==> src/rtl/rca_pkg.sv <==
// Shared types and constants for the limb-serial ripple-carry adder sequencer.
package rca_pkg;

    typedef enum logic [1:0] {
        IDLE = 2'd0,
        RUN  = 2'd1,
        DONE = 2'd2
    } state_t;

    localparam int RCA_N = 4;

endpackage

==> src/rtl/rca_limb_shifter.sv <==
// Operand register that loads a full-width operand and shifts it right one limb per step;
// the low limb feeds the external adder.
module rca_limb_shifter #(
    parameter int N     = 4,
    parameter int LIMBS = 4
) (
    input  logic                 clk,
    input  logic                 rst_n,
    input  logic                 load_i,
    input  logic                 shift_i,
    input  logic [N*LIMBS-1:0]   data_i,
    output logic [N-1:0]         limb_o
);

    localparam int W = N * LIMBS;

    logic [W-1:0] opnd_q;
    logic [W-1:0] opnd_d;

    // Next operand value: load wins over shift; a plain shift also covers the one-limb case.
    always_comb begin
        opnd_d = opnd_q;
        if (load_i) begin
            opnd_d = data_i;
        end else if (shift_i) begin
            opnd_d = opnd_q >> N;
        end else begin
            opnd_d = opnd_q;
        end
    end

    // Operand register.
    always_ff @(posedge clk or negedge rst_n) begin
        if (!rst_n) begin
            opnd_q <= {W{1'b0}};
        end else begin
            opnd_q <= opnd_d;
        end
    end

    assign limb_o = opnd_q[N-1:0];

endmodule

==> src/rtl/rca_limb_sequencer.sv <==
// Feeds a combinational N-bit RCA one limb per cycle (LSB first), chains the carry through a
// register and assembles the W-bit sum behind valid/ready handshakes on both sides.
module rca_limb_sequencer
    import rca_pkg::*;
#(
    parameter int N     = RCA_N,
    parameter int LIMBS = 4
) (
    input  logic                 clk,
    input  logic                 rst_n,
    input  logic                 in_valid,
    output logic                 in_ready,
    input  logic [N*LIMBS-1:0]   op_a,
    input  logic [N*LIMBS-1:0]   op_b,
    input  logic                 op_cin,
    output logic [N-1:0]         add_a,
    output logic [N-1:0]         add_b,
    output logic                 add_cin,
    input  logic [N-1:0]         add_s,
    input  logic                 add_cout,
    output logic                 out_valid,
    input  logic                 out_ready,
    output logic [N*LIMBS-1:0]   res,
    output logic                 res_cout
);

    localparam int W    = N * LIMBS;
    localparam int IDXW = (LIMBS > 1) ? $clog2(LIMBS) : 1;
    localparam logic [IDXW-1:0] IDX_LAST = IDXW'(LIMBS - 1);

    state_t            state_q, state_d;
    logic [IDXW-1:0]   idx_q, idx_d;
    logic              carry_q, carry_d;
    logic [W-1:0]      res_q, res_d;
    logic              res_cout_q, res_cout_d;
    logic              load_s;
    logic              shift_s;
    logic [N-1:0]      a_limb_s;
    logic [N-1:0]      b_limb_s;

    rca_limb_shifter #(.N(N), .LIMBS(LIMBS)) u_shift_a (
        .clk     (clk),
        .rst_n   (rst_n),
        .load_i  (load_s),
        .shift_i (shift_s),
        .data_i  (op_a),
        .limb_o  (a_limb_s)
    );

    rca_limb_shifter #(.N(N), .LIMBS(LIMBS)) u_shift_b (
        .clk     (clk),
        .rst_n   (rst_n),
        .load_i  (load_s),
        .shift_i (shift_s),
        .data_i  (op_b),
        .limb_o  (b_limb_s)
    );

    // Next-state, limb counter, carry chain and result assembly.
    always_comb begin
        state_d    = state_q;
        idx_d      = idx_q;
        carry_d    = carry_q;
        res_d      = res_q;
        res_cout_d = res_cout_q;
        load_s     = 1'b0;
        shift_s    = 1'b0;
        case (state_q)
            IDLE: begin
                if (in_valid) begin
                    load_s  = 1'b1;
                    carry_d = op_cin;
                    idx_d   = {IDXW{1'b0}};
                    state_d = RUN;
                end else begin
                    state_d = IDLE;
                end
            end
            RUN: begin
                res_d[int'(idx_q)*N +: N] = add_s;
                carry_d = add_cout;
                shift_s = 1'b1;
                // The counter wraps to zero on the last limb so it never exceeds LIMBS-1.
                if (idx_q == IDX_LAST) begin
                    res_cout_d = add_cout;
                    idx_d      = {IDXW{1'b0}};
                    state_d    = DONE;
                end else begin
                    idx_d   = idx_q + IDXW'(1);
                    state_d = RUN;
                end
            end
            DONE: begin
                if (out_ready) begin
                    state_d = IDLE;
                end else begin
                    state_d = DONE;
                end
            end
            default: begin
                state_d = IDLE;
                idx_d   = {IDXW{1'b0}};
            end
        endcase
    end

    // State, counter, carry and result registers.
    always_ff @(posedge clk or negedge rst_n) begin
        if (!rst_n) begin
            state_q    <= IDLE;
            idx_q      <= {IDXW{1'b0}};
            carry_q    <= 1'b0;
            res_q      <= {W{1'b0}};
            res_cout_q <= 1'b0;
        end else begin
            state_q    <= state_d;
            idx_q      <= idx_d;
            carry_q    <= carry_d;
            res_q      <= res_d;
            res_cout_q <= res_cout_d;
        end
    end

    // All outputs decode straight from registers, so they stay glitch-free and reset asynchronously.
    assign in_ready  = (state_q == IDLE);
    assign out_valid = (state_q == DONE);
    assign add_a     = (state_q == RUN) ? a_limb_s : {N{1'b0}};
    assign add_b     = (state_q == RUN) ? b_limb_s : {N{1'b0}};
    assign add_cin   = (state_q == RUN) ? carry_q  : 1'b0;
    assign res       = res_q;
    assign res_cout  = res_cout_q;

endmodule
==> config.mk <==
export PLATFORM = sky130hd
export DESIGN_NAME = rca_limb_sequencer
export DESIGN_NICKNAME = d
export VERILOG_FILES = /design/src/rtl/rca_pkg.sv /design/src/rtl/rca_limb_shifter.sv /design/src/rtl/rca_limb_sequencer.sv
export SDC_FILE = /design/constraint.sdc
export NUM_CORES = 1
export LEC_CHECK = 0
export CAP_MARGIN = 40
export CORE_MARGIN = 1.5
export CORE_UTILIZATION = 50
export DETAILED_ROUTE_END_ITERATION = 10
export PLACE_DENSITY_LB_ADDON = 0.2
export SLEW_MARGIN = 5
export SYNTH_ARGS = -nofsm -noshare
export SYNTH_HDL_FRONTEND = slang
export SYNTH_SLANG_ARGS = --single-unit
==> constraint.sdc <==
create_clock -name clk -period 5.1 [get_ports clk]
set_input_delay 0.765 -clock clk [delete_from_list [all_inputs] [get_ports clk]]
set_output_delay 0.765 -clock clk [all_outputs]
set_load 0.01 [all_outputs]
==> impl_metrics.toml, run 1 <==
[synthesis]
seq_area_frac_synth_pct = 47.8
yosysUniqueCellTypes = 31
yosysMostFrequentCell = "dfrtp_1"
syn_area_um2 = 2830
synth_cells = 249
yosys.area.top_type = "dfrtp_1"
ys_warn_count = 0
synthFlopType = "dfrtp_1"
synthArstFlopShare_pct = 100
yosysTopAreaCellShare_pct = 47.8
synth_top_cells_by_area = "dfrtp_1 (48%), o221a_2 (10%), or4b_1 (8.9%)"
syn_area_per_cell_um2 = 11.3
ys_ff_latch = 54
synth_fp_nets = 297
synth_edf_count = 0
synth_top_cells_by_count = "dfrtp_1 (54), o221a_2 (25), or4b_1 (25)"

[setup_path]
crit_family = "simple AND/OR/NAND/NOR gates"
arrival_ns = 2.33
slowest_stage = "nor2b_1"
critPathKind = "reg -> out"
critPathBufInv = 2
end_kind = "output pin"
crit_path_max_fanout = 56
crit_required_ns = 4.34
path_cells = "buf_4, nor2b_1, and2_1, clkdlybuf4s50_1"
cpPeakStageDelay_ns = 0.66
cp-start-kind = "flip-flop"

[sta]
hold_viol = 0
fmax_mhz = 323
report.final.slew_viol_count = 0
skew_ns = 0.00391
fin_crit_sh_pct = 60.7
finalWorstSetupSlack_ns = 2.00
maxSlewHeadroom_pct = 48.5
setup_viol_count_final = 0
setup_tns_ns = 0
fin_crit_ns = 3.10
worst_pin_slew_ns = 0.771
rsz0062_at_grt = "no"

[final_layout]
drive_above_1_share_pct = 13.1
area_growth_syn_to_layout_pct = 27.7
diodes = 0
fin_nets = 352
fillCellCount = 459
final_area_um2 = 3610

[die]
dieHeight_um = 78.2
die_area_um2 = 6110
rows = 27
dieWidth_um = 78.2
initial_core_util_pct = 51.6
core-area_um2 = 5470
ios = 70

[placement]
gp_congestion = 0.734
hpwl_um = 4110
io_buffer_count = 69
place_area_um2 = 3520
post-place-ws_ns = 2.36

[cts]
cts_resized = 0
clk_latency_ns = 0.31
ctsHoldBuffers = 0
cts_made_buffers = 5
cts.sinks = 54
htreeDepth = 2
postCtsSetupBuffers = 0
cts_tree = "yes"
path_clk_slew_ns = 0.09
cts-root-buf = "clkbuf_8"
cts.path.max_buffers = 2

[routing]
post-route-drc-count = 0
drt-wirelength-per-cell_um = 16.6
ant_nets = 0
first_iter_violations = 158
vias = 2205
viasPerCell = 5.85
drt-total-wl_um = 6270
first_pass_iters = 4

[run]
maxCapViolations = 0

[power_and_ir_drop]
ir_drop_mv = 0.270
p_leak_nw = 1.43
power_density_nw_per_um2 = 557

[global_routing]
antenna_found_initial = 0
grt_overflow_total = 0
grt_pass1_vias = 2028
grt_usage_pct = 21.9
grt_pass1_wl_um = 10500
grt_start_max_net_pins = 57

[hold_path]
min_path_type = "reg -> reg"

[run_status]
status = "finished clean"
-- metrics by stage --
step	total power [mW]	std cells	util [%]	hold WS, ns
global route	2.15	377	65.9	0.521
global placement	1.73	368	64.0	0.474
floorplan	1.41	249	-	0.469
detailed placement	1.77	369	64.2	0.483
CTS	2.02	377	65.9	0.504
finish	2.01	377	65.9	0.497
-- where the power goes --
part	internal (mW)	total (mW)	switching (mW)
Sequential	0.615	0.739	0.124
Combinational	0.555	1.02	0.469
Clock	0.110	0.244	0.134
Total	1.28	2.01	0.727
-- sequential cells by signal, summed over array words and instances, names as in the netlist --
| register | flops |
|---|---|
| res | 16 |
| u_shift_a.opnd_q | 16 |
| u_shift_b.opnd_q | 16 |
| idx_q | 2 |
| state_q | 2 |
| carry_q | 1 |
| res_cout | 1 |
-- path summary, 6_finish.rpt --
| check | from | end | slack, ns | cells past startpoint |
|---|---|---|---|---|
| min reg2reg | res_cout$_DFFE_PN0P_ | res_cout$_DFFE_PN0P_ | 0.50 | 1 |
| max reg2reg | idx_q[0]$_DFFE_PN0P_ | res[5]$_DFFE_PN0P_ | 3.09 | 4 |
| min | res_cout$_DFFE_PN0P_ | res_cout$_DFFE_PN0P_ | 0.50 | 1 |
| max | state_q[1]$_DFF_PN0_ | add_b[0] | 2.00 | 4 |
| max in group asynchronous | rst_n | idx_q[1]$_DFFE_PN0P_ | 4.09 | 2 |
| min in group asynchronous | rst_n | u_shift_b.opnd_q[2]$_DFFE_PN0P_ | 0.55 | 2 |
-- worst reg2reg max path: cells and delay by family, from the launching register on --
family / cells / cell delay [ns]
adders and majority gates: 1 / 0.34
DFF: 1 / 0.57
buffers and inverters: 1 / 0.14
AOI/OAI and AO/OA: 1 / 0.41
and+or+nand+nor: 1 / 0.44
-- final cells by class --
| cell class | count | area (um2) | share of cell area, % |
|---|---|---|---|
| Clock buffer | 7 | 86.3 | 2.39 |
| Clock inverter | 1 | 5.00 | 0.139 |
| Inverter | 24 | 90.1 | 2.50 |
| Multi-Input combinational cell | 145 | 1250 | 34.8 |
| Sequential cell | 54 | 1350 | 37.5 |
| Tap cell | 72 | 90.1 | 2.50 |
| Timing Repair Buffer | 74 | 731 | 20.3 |
-- placed cells by master, fill, tap and decap left out, drive strengths merged, types with 2 or more instances in the layout --
cell           instances
dfrtp                 54
or4b                  25
nand2b                 6
a22o                   4
clkdlybuf4s50         68
and3b                  3
and2                   9
clkbuf                 7
nor2                   2
nand3b                10
o22ai                  5
nand2                 15
nor4bb                 4
o221a                 25
buf                    6
nand4bb                5
a32o                   2
o32ai                  7
inv                   24
ha                     6
o221ai                 8
-- metal layers --
| metal | wire (um) | GRT usage (%) | part of all wire [%] | vias to the layer above |
|---|---|---|---|---|
| met1 | 3040 | 32.5 | 48 | 1071 |
| met4 | 68 | 6.43 | 1.1 | 0 |
| li1 | - | - | - | 1059 |
| met5 | 0 | 0 | 0 | - |
| met3 | 345 | 4.42 | 5.5 | 6 |
| met2 | 2820 | 32.4 | 45 | 69 |
-- logic make-up (layout without fill, tap and decap cells) --
kind of cell	count (synthesis)	after routing	synth area share (%)
compound gates	54	54	18.4
simple gates	84	84	22.9
flops	54	54	47.8
buf+inv	50	106	7.79
mux	1	1	0.399
fa+ha+maj	6	6	2.66
No activity file was read; power rests on OpenSTA's default activity.
==> run 2, diff against run 1 <==
CORE_UTILIZATION = 45   (was 50)
clock period = 2.7 ns   (was 5.1 ns; I/O delays follow)
==> impl_metrics.toml, run 2 (same netlist as run 1, synthesis figures left out) <==
[final_layout]
mostFrequentLayoutCells = "clkdlybuf4s50_1 (68), dfrtp_1 (54), or4b_1 (25), o221a_2 (25), inv_1 (24)"
drive_above_1_share_pct = 14.0
area_growth_syn_to_layout_pct = 29.0
multi_input_area_um2 = 1250
diodes = 0
final_common_cell = "clkdlybuf4s50_1"
register_area_um2 = 1350
fin_nets = 354
fillCellCount = 489

[global_routing]
antenna_found_initial = 0
grt_pass1_vias = 2046
grt_overflow_total = 0
grt_start_max_net_pins = 56
grt_pass1_wl_um = 10500
grt_usage_pct = 20.8

[die]
initial_core_util_pct = 47.2
dieHeight_um = 82.2
die_area_um2 = 6760
core-area_um2 = 5990
dieWidth_um = 82.2
ios = 70
rows = 28

[power_and_ir_drop]
p_leak_nw = 1.45
p_int_mw = 2.50
power_density_nw_per_um2 = 1070
swShare_pct = 36.0
comb_power_share_pct = 50.1
p_clk_share_pct = 14.0
ir_drop_mv = 0.543
power.switching_mw = 1.40
seqPwrFrac_pct = 36.0
p_total_mw = 3.90

[cts]
cts-root-buf = "clkbuf_8"
cts.sinks = 54
clk_latency_ns = 0.32
cts.path.max_buffers = 2
path_clk_slew_ns = 0.10
cts_resized = 0
postCtsSetupBuffers = 0
cts_made_buffers = 5
cts_tree = "yes"
ctsHoldBuffers = 0
htreeDepth = 2

[routing]
drt-total-wl_um = 6660
drt-wirelength-per-cell_um = 17.4
viasPerCell = 5.73
ant_nets = 0
vias = 2187
first_iter_violations = 136
first_pass_iters = 4
post-route-drc-count = 0

[placement]
hpwl_um = 4600
io_buffer_count = 69
gp_congestion = 0.751

[sta]
rsz0062_at_grt = "no"
setup_tns_ns = 0
fmax_mhz = 443
worst_pin_slew_ns = 0.565
maxSlewHeadroom_pct = 62.4
hold_viol = 0
skew_ns = 0.00725
report.final.slew_viol_count = 0
fin_crit_sh_pct = 83.5
fin_crit_ns = 2.25
setup_viol_count_final = 0

[setup_path]
end_kind = "output pin"
critPathKind = "reg -> out"
arrival_ns = 1.85
cp-start-kind = "flip-flop"
crit_path_max_fanout = 8
crit_required_ns = 2.30

[run_status]
status = "finished clean"

[hold_path]
min_path_type = "in -> async"

[run]
maxCapViolations = 0
[run 2: cell types whose count changed in the layout (fill, tap and decap cells not counted)]
cell       change
buf_4          +2
bufinv_16      +1
clkbuf_1       -1
clkbuf_8       -1
clkinv_2       +1
[run 2: layer usage]
metal  up-vias  share of wire [%]  global-route usage, %  wire [um]
met4         0               0.89                   4.58         59
met1      1056                 48                   30.7       3230
met2        60                 46                   31.1       3050
met3         5                4.9                   4.40        323
li1       1066                  -                      -          -
met5         -                  0                      0          0
[run 2: per-stage QoR]
step,worst slack (ns),instance area [um2],hold WS [ns],instances,util [%]
detailed placement,0.528,3530,0.433,374,59.0
global route,0.327,3640,0.109,382,60.8
global placement,0.551,3520,0.431,373,58.8
finish,0.445,3640,0.0640,382,60.8
CTS,0.401,3640,0.0885,382,60.8
floorplan,0.867,2830,0.109,249,-
[run 2: worst max-delay path, cell delays in order (launching register included)]
cell and delay, ns:
dfrtp_1 0.39, nor2b_1 0.28, buf_4 0.21, and2_1 0.12
clkdlybuf4s50_1 0.53
[run 2: layout make-up]
| class | instances | share of cell area [%] |
|---|---|---|
| clock buffers | 5 | 1.89 |
| clock inverters | 3 | 1.10 |
| inverters | 24 | 2.47 |
| multi-input cells | 145 | 34.4 |
| flip-flops and latches | 54 | 37.1 |
| well taps | 75 | 2.58 |
| repair buffers | 76 | 20.5 |
[run 2: worst paths after layout]
check / cells after the start / from / slack [ns] / end
max: 4 / state_q[1]$_DFF_PN0_ / 0.45 / add_b[1]
min: 1 / rst_n / 0.06 / u_shift_b.opnd_q[2]$_DFFE_PN0P_
max reg2reg: 4 / idx_q[0]$_DFFE_PN0P_ / 0.72 / res[4]$_DFFE_PN0P_
min reg2reg: 1 / res_cout$_DFFE_PN0P_ / 0.52 / res_cout$_DFFE_PN0P_
max in group asynchronous: 2 / rst_n / 1.83 / idx_q[0]$_DFFE_PN0P_
min in group clk: 1 / res_cout$_DFFE_PN0P_ / 0.52 / res_cout$_DFFE_PN0P_
[run 2: power by group through the flow]
stage | sequential (mW) | clock, mW | combinational, mW
3_5_place_dp | 1.41 | 0 | 1.96
3_3_place_gp | 1.40 | 0 | 1.89
4_1_cts | 1.40 | 0.555 | 1.97
5_1_grt | 1.45 | 0.593 | 2.14
2_1_floorplan | 1.38 | 0 | 1.28
6_report | 1.40 | 0.544 | 1.95
==> run 3, diff against run 2 <==
CORE_UTILIZATION = 49   (was 45)
clock period = 2.2 ns   (was 2.7 ns; I/O delays follow)
==> impl_metrics.toml, run 3 (same netlist as run 1, synthesis figures left out) <==
[die]
ios = 70
rows = 27
die_area_um2 = 6230
dieHeight_um = 78.9
core-area_um2 = 5540
dieWidth_um = 78.9
initial_core_util_pct = 51.0

[routing]
vias = 2225
viasPerCell = 5.84
ant_nets = 0
first_pass_iters = 4
first_iter_violations = 185
drt-wirelength-per-cell_um = 16.7
drt-total-wl_um = 6370
post-route-drc-count = 0

[run_status]
status = "finished clean"

[global_routing]
grt_overflow_total = 0
antenna_found_initial = 0
grt_pass1_wl_um = 10700
grt_pass1_vias = 2084
grt_usage_pct = 21.9
grt_start_max_net_pins = 56

[final_layout]
fin_nets = 356
final_common_cell = "clkdlybuf4s50_1"
diodes = 0
area_growth_syn_to_layout_pct = 29.9
drive_above_1_share_pct = 14.6
mostFrequentLayoutCells = "clkdlybuf4s50_1 (68), dfrtp_1 (54), or4b_1 (25), o221a_2 (25), inv_1 (24)"

[setup_path]
crit_required_ns = 1.87
cp-start-kind = "flip-flop"
crit_path_max_fanout = 4
critPathKind = "reg -> out"
end_kind = "output pin"
arrival_ns = 1.73

[cts]
ctsHoldBuffers = 0
htreeDepth = 2
path_clk_slew_ns = 0.10
cts_resized = 0
cts.path.max_buffers = 2
cts-root-buf = "clkbuf_8"
clk_latency_ns = 0.31
postCtsSetupBuffers = 0
cts_tree = "yes"
cts_made_buffers = 5
cts.sinks = 54

[power_and_ir_drop]
swShare_pct = 36.7
p_leak_nw = 1.46
comb_power_share_pct = 52.1
ir_drop_mv = 0.768
p_clk_share_pct = 12.0
power.switching_mw = 1.74
p_int_mw = 3.00
seqPwrFrac_pct = 35.9
power_density_nw_per_um2 = 1290

[placement]
hpwl_um = 4410
io_buffer_count = 69
gp_congestion = 0.746

[hold_path]
min_path_type = "in -> async"

[sta]
skew_ns = 0.0115
report.final.slew_viol_count = 0
setup_tns_ns = 0
fin_crit_ns = 2.06
whs_ns = 0.00622
setup_viol_count_final = 0
hold_viol = 0
worst_pin_slew_ns = 0.586
fin_crit_sh_pct = 93.7
fmax_mhz = 485
maxSlewHeadroom_pct = 61.0
rsz0062_at_grt = "no"

[run]
maxCapViolations = 0
[run 3: power by group through the flow]
stage / registers (mW) / logic [mW] / clock network, mW
floorplan: 1.70 / 1.58 / 0
global placement: 1.70 / 2.40 / 0
detailed placement: 1.72 / 2.46 / 0
CTS: 1.70 / 2.47 / 0.575
global route: 1.75 / 2.70 / 0.622
finish: 1.70 / 2.47 / 0.568
[run 3: path summary, 6_finish.rpt]
path	start	endpoint	slack [ns]	depth (start not counted)
hold reg to reg	res_cout$_DFFE_PN0P_	res_cout$_DFFE_PN0P_	0.50	1
min in group clk	res_cout$_DFFE_PN0P_	res_cout$_DFFE_PN0P_	0.50	1
max in group asynchronous	rst_n	u_shift_a.opnd_q[14]$_DFFE_PN0P_	1.63	2
setup reg to reg	idx_q[1]$_DFFE_PN0P_	res[4]$_DFFE_PN0P_	0.37	4
setup / recovery	state_q[1]$_DFF_PN0_	add_b[0]	0.14	4
hold / removal	rst_n	u_shift_b.opnd_q[3]$_DFFE_PN0P_	0.006	1
[run 3: final cells by class]
cell class | instances | area (um2)
Clock buffer | 5 | 68.8
Clock inverter | 3 | 26.3
Fill cell | 457 | 1870
Inverter | 24 | 90.1
Multi-Input combinational cell | 145 | 1250
Sequential cell | 54 | 1350
Tap cell | 72 | 90.1
Timing Repair Buffer | 78 | 791
[run 3: metal layers]
| layer | GRT usage [%] | vias to the layer above | share of wire (%) |
|---|---|---|---|
| met5 | 0 | - | 0 |
| met4 | 5.26 | 0 | 1.3 |
| met3 | 3.33 | 7 | 3.6 |
| met2 | 31.6 | 55 | 45 |
| met1 | 34.5 | 1095 | 50 |
| li1 | - | 1068 | - |
[run 3: critical path, cell delays in order (launching register included)]
cell,delay (ns)
dfrtp_1,0.42
nor2b_1,0.18
buf_4,0.18
and2_1,0.12
clkdlybuf4s50_1,0.52
[run 3: metrics by stage]
| stage | std cells | cell area, um2 | util (%) | worst slack (ns) | power [mW] |
|---|---|---|---|---|---|
| after floorplan | 249 | 2830 | - | 0.367 | 3.27 |
| after global placement | 373 | 3580 | 64.5 | 0.351 | 4.10 |
| after detailed placement | 373 | 3580 | 64.5 | 0.317 | 4.17 |
| after CTS | 381 | 3670 | 66.3 | 0.125 | 4.74 |
| after global routing | 381 | 3670 | 66.3 | 0.0577 | 5.07 |
| final | 381 | 3670 | 66.3 | 0.138 | 4.74 |
